## src/rtl/enc8_3.sv

```systemverilog
// enc8_3: 8-to-3 priority encoder with registered index, valid and multi-hot flags.
// The parameter selects which end of the request vector wins when several bits are set.
module enc8_3 #(
  parameter bit LSB_PRIORITY = 1'b0
) (
  input  logic       clk,
  input  logic       rst_n,
  input  logic       en,
  input  logic [7:0] i,
  output logic [2:0] y,
  output logic       valid,
  output logic       multi_hot
);

  logic [2:0] idx_d;
  logic       any_d;
  logic       multi_d;
  logic [3:0] pop_d;

  logic [2:0] y_q;
  logic       valid_q;
  logic       multi_q;

  // Priority search: the last match visited in the loop is the winner,
  // so the loop direction sets which end of the vector has priority.
  always_comb begin
    idx_d = 3'b000;
    if (LSB_PRIORITY) begin
      for (int k = 7; k >= 0; k--) begin
        if (i[k]) idx_d = k[2:0];
      end
    end else begin
      for (int k = 0; k < 8; k++) begin
        if (i[k]) idx_d = k[2:0];
      end
    end
  end

  // Population count gives both "any request" and "two or more requests".
  always_comb begin
    pop_d = 4'd0;
    for (int k = 0; k < 8; k++) begin
      pop_d = pop_d + {3'b000, i[k]};
    end
    any_d   = (pop_d != 4'd0);
    multi_d = (pop_d >= 4'd2);
  end

  // Output register: clears asynchronously, captures only when enabled.
  always_ff @(posedge clk or negedge rst_n) begin
    if (!rst_n) begin
      y_q     <= 3'b000;
      valid_q <= 1'b0;
      multi_q <= 1'b0;
    end else if (en) begin
      y_q     <= any_d ? idx_d : 3'b000;
      valid_q <= any_d;
      multi_q <= multi_d;
    end
  end

  assign y         = y_q;
  assign valid     = valid_q;
  assign multi_hot = multi_q;

endmodule

```

## config.mk

```make
export PLATFORM = sky130hd
export DESIGN_NAME = enc8_3
export DESIGN_NICKNAME = d
export VERILOG_FILES = /design/src/rtl/enc8_3.sv
export SDC_FILE = /design/constraint.sdc
export NUM_CORES = 1
export LEC_CHECK = 0
export ABC_CLOCK_PERIOD_IN_PS = 1200
export BUFFER_PORTS_ARGS = -buffer_cell sky130_fd_sc_hd__buf_2
export CAP_MARGIN = 40
export CORE_AREA = 2 2 39 41
export CTS_BUF_LIST = sky130_fd_sc_hd__clkbuf_4 sky130_fd_sc_hd__clkbuf_8 sky130_fd_sc_hd__clkbuf_16
export CTS_CLUSTER_DIAMETER = 100
export DETAILED_ROUTE_END_ITERATION = 16
export DIE_AREA = 0 0 41 43
export PLACE_DENSITY = 0.64
export SYNTH_ARGS = -nofsm -noshare
export SYNTH_HDL_FRONTEND = slang
export SYNTH_SLANG_ARGS = --single-unit
```

## constraint.sdc

```tcl
create_clock -name clk -period 1.2 [get_ports clk]
set_input_delay 0.18 -clock clk [delete_from_list [all_inputs] [get_ports clk]]
set_output_delay 0.18 -clock clk [all_outputs]
set_load 0.01 [all_outputs]
```

# [Word-level counts from Yosys, hierarchy flattened]
# Index checks and enable logic that the tools add are counted.
[op_classes] addsub=7 mux=8 n_reduce_logical=1 magnitude_cmp=1
[op_table] operator="$mux 3" count=6
[op_table] operator="$add 4x1->4" count=4
[op_table] operator="$add 3x1->4" count=1
[op_table] operator="$ge 4x2->1 const B" count=1
[op_table] operator="$reduce_bool 4->1" count=1
[op_table] operator="$add 2x1->3" count=1
[op_table] operator="$add 1x1->2" count=1
[op_table] operator="$mux 2" count=1
[op_table] operator="$mux 1" count=1
[totals] out_inout_bits=5 register_bits=5

# [Depth between registers and ports, before layout]
[logic_depth] ltp_word=9 depth_mapped=12 mapped_depth_nobuf=12

# [Worst setup path after synthesis]
# No wires, ideal clock.
[synth_path] path_type="in2reg" from="input port i[0]" to="register y_q[2] (netlist: y[2])" t_arrival_ns=2.885 required_time_ns=1.063 setup_ns=0.137 path_slack_ns=-1.821 stages=12 cell_sequence="inv_1 -> fa_1 -> fa_1 -> fa_1 -> inv_1 -> ha_1 -> inv_1 -> fa_1 -> nor3b_2 -> a22o_1 -> and3b_4 -> o22ai_2"
[synth_between] elab_chain_cells=9
[synth_lines] element="from (decl)" line="9" rtl="input logic [7:0] i,"
[synth_lines] element="$add 1x1->2" line="43" rtl="pop_d = pop_d + {3'b000, i[k]};"
[synth_lines] element="$add 2x1->3" line="43"
[synth_lines] element="$add 3x1->4" line="43"
[synth_lines] element="$add 4x1->4 (4 in series)" line="43"
[synth_lines] element="$reduce_bool 4->1" line="45" rtl="any_d = (pop_d != 4'd0);"
[synth_lines] element="$mux 3" line="56" rtl="y_q <= any_d ? idx_d : 3'b000;"
[synth_lines] element="to (signal assigned)" line="56"
[synth_lines] element="to (decl)" line="20" rtl="logic [2:0] y_q;"
# No other way between the ends.
# A chain may end at the register's enable or synchronous reset.

# [Worst setup path in the final report]
[layout_path] from="input port i[1]" to="register y_q[2] (netlist: y[2])"
# The elaborated chain is that of the path after synthesis.

==> flow_metrics.env <==
export IMPL_setup_violations_final=5
export IMPL_cts_buffer_depth=2
export IMPL_grt_start_max_net_pins=12
export IMPL_cts_made_buffers=3
export IMPL_setup_ws_ns=-1.68
export IMPL_antenna_cells=0
export IMPL_hold_viol=0
export IMPL_worst_pin_slew_ns=0.386
export IMPL_num_vias=425
export IMPL_violations="setup timing"
export IMPL_arrival_ns=2.99
export IMPL_syn_nets=67
export IMPL_maxCapViolCount=0
export IMPL_met3_length_microns=63
export IMPL_yosysSeqAreaShare_pct=27.5
export IMPL_drtAntennaViolNets=0
export IMPL_clock_skew_ns=0
export IMPL_outcome="finished with violations"
export IMPL_clkTransAtPathRegs_ns=0.04
export IMPL_nets=98
export IMPL_ctsHtreeMaxLevel=1
export IMPL_synth_area_leaders="dfrtp_1 27%, fa_1 18%, inv_1 12%, ha_1 8.2%, o22ai_2 5.5%"
export IMPL_fillers=140
export IMPL_syn_area_sq_um=455
export IMPL_power_uw=905
export IMPL_drive_gt1_share_pct=53.2
export IMPL_tns_ns=-8.16
export IMPL_ys_warn_count=0
export IMPL_crit_path_end_kind="flip-flop"
export IMPL_m1WireLength_microns=368
export IMPL_dr_pass1_iters=4
export IMPL_fp_dieW_microns=41
export IMPL_finalCritPeriodShare_pct=240
export IMPL_die_h_microns=43
export IMPL_wl_per_cell_microns=10.0
export IMPL_synth_top_area_share_pct=27.5
export IMPL_grt_pass1_wl_microns=1440
export IMPL_max_stage_delay_ns=0.57
export IMPL_drc=0
export IMPL_syn2layout_area_growth_pct=53.6
export IMPL_clkLatencyLatePin_ns=0.24
export IMPL_finalWirelength_microns=950
export IMPL_cp_max_fo=4
export IMPL_first_global_vias=381
export IMPL_startpoint_type="input port"
export IMPL_ir_worst_vdd_v=0.000415
export IMPL_worstSetupPathType="in -> reg"
export IMPL_ys_types=20
export IMPL_fmax_ghz=0.347
export IMPL_tritoncts="yes"
export IMPL_fin_hold_ws_ns=0.278
export IMPL_synth_area_leader_cell="dfrtp_1"
export IMPL_cp_slowest_cell="fa_1"
export IMPL_powerDensity_mw_per_mm2=1290
export IMPL_rows=14
export IMPL_grt_util_all_layers_pct=12.2
export IMPL_synth_seq_cells=5
export IMPL_io_buffers=15
export IMPL_dieArea_sq_mm=0.00176
export IMPL_cts_root_buffer="clkbuf_4"
export IMPL_cp_common_cell="fa_1"
export IMPL_start_util_pct=32.9
export IMPL_highest_layer="met3"
export IMPL_num_io_pins=16
export IMPL_final_util_pct=50.5
export IMPL_path_cells="buf_8 > inv_4 > fa_1 > fa_1 > fa_1 > inv_1 > ha_2 > inv_2 > fa_2 > nor3b_2 > a22o_1 > and3b_4 > o22ai_2"
export IMPL_netlist_instances=49
export IMPL_hp_class="in -> async"
export IMPL_gp_congestion=0.784
export IMPL_grt_overflow_total=0
export IMPL_cts_sinks=5
export IMPL_syn_area_per_cell_sq_um=9.29
export IMPL_dpl_hpwl_microns=802
export IMPL_period_needed_ns=2.88
export IMPL_rsz0062_at_grt="yes"
export IMPL_worstPathRequired_ns=1.31
export IMPL_max_slew_margin_rel_pct=73.9
export IMPL_p_leak_nw=0.366
export IMPL_core_sq_mm=0.00138
export IMPL_dr_wl_met2_microns=518
export IMPL_slew_viol_final=0
export IMPL_vias_per_cell=4.47
export IMPL_drt_iter0_markers=4
export IMPL_antenna_found_initial=0
## what timing repair did
action                     in CTS  in global routing
pin swaps                       3                  0
gates cloned                    0                  0
buffers inserted                2                  0
setup endpoints to repair       5                  5
hold endpoints to repair        5                  0
resized for setup               5                  0
hold buffers                    1                  0
## worst paths after layout
kind	start	to	slack, ns	cells past startpoint
hold reg to reg	valid	valid	0.51	2
hold / removal	rst_n	y[2]	0.28	2
setup reg to reg	y[0]	y[0]	0.50	2
min in group clk	en	y[0]	0.28	2
max in group asynchronous	rst_n	multi_hot	0.79	2
setup / recovery	i[1]	y[2]	-1.68	13
## worst max-delay path, delay by kind of cell
kind                     cells  cell delay (ns)
adder cells (fa/ha/maj)      5             1.97
AND/OR/NAND/NOR              2             0.38
AO/OA/AOI/OAI                2             0.24
buffers and inverters        4             0.22
## power by group
group          total, mW  internal, mW  switching (mW)
logic              0.448         0.238           0.210
clock network      0.217         0.148          0.0687
registers          0.239         0.218          0.0214
total              0.905         0.604           0.300
## cell families after synthesis
family	synth area share, %
DFF	27.5
and+or+nand+nor	12.9
adders and majority gates	25.8
AOI/OAI and AO/OA	19.5
buffers and inverters	14.3
## metrics by stage
step / area [sq um] / setup WS (ns) / std cells
3_5_place_dp: 626 / -2.04 / 88
6_report: 699 / -1.68 / 95
3_3_place_gp: 626 / -1.95 / 88
2_1_floorplan: 468 / -1.73 / 49
5_1_grt: 699 / -1.80 / 95
4_1_cts: 699 / -1.68 / 95
## per-layer routing
layer	global-route usage, %	up-vias
li1	-	218
met1	14.0	192
met2	20.6	15
met3	3.14	0
met4	4.00	0
met5	0	-
## state kept, by name, summed over array words and instances (netlist names)
signal	flops
valid	1
multi_hot	1
y	3
## cells in the mapped netlist
library cell,instances
inv_1,15
dfrtp_1,5
fa_1,4
nor2_1,4
ha_1,3
a21oi_2,2
nand2_1,2
o22ai_2,2
a221oi_1,1
a22o_1,1
a31oi_1,1
and3b_4,1
buf_2,1
inv_2,1
nand2b_1,1
nor3_1,1
nor3b_2,1
o22ai_1,1
o31ai_1,1
o41ai_1,1
## area by class of cell
class / instances / area [sq um] / area share (%)
clock buffer: 4 / 30.0 / 4.29
inverter: 16 / 70.1 / 10.0
multi-input combinational: 27 / 270 / 38.6
sequential: 5 / 125 / 17.9
tap: 16 / 20.0 / 2.86
timing repair buffer: 27 / 184 / 26.3
## cell usage in the layout, fill, tap and decap left out, types with 2 or more instances in the layout
| master | synthesis | layout |
|---|---|---|
| inv_2 | 1 | 2 |
| inv_1 | 15 | 12 |
| a21oi_2 | 2 | 2 |
| dfrtp_1 | 5 | 5 |
| ha_1 | 3 | 2 |
| o22ai_2 | 2 | 2 |
| buf_2 | 1 | 13 |
| fa_1 | 4 | 3 |
| clkbuf_4 | 0 | 4 |
| buf_4 | 0 | 11 |
| nand2_1 | 2 | 2 |
| nor2_1 | 4 | 4 |
Power figures use the tool's default switching activity.
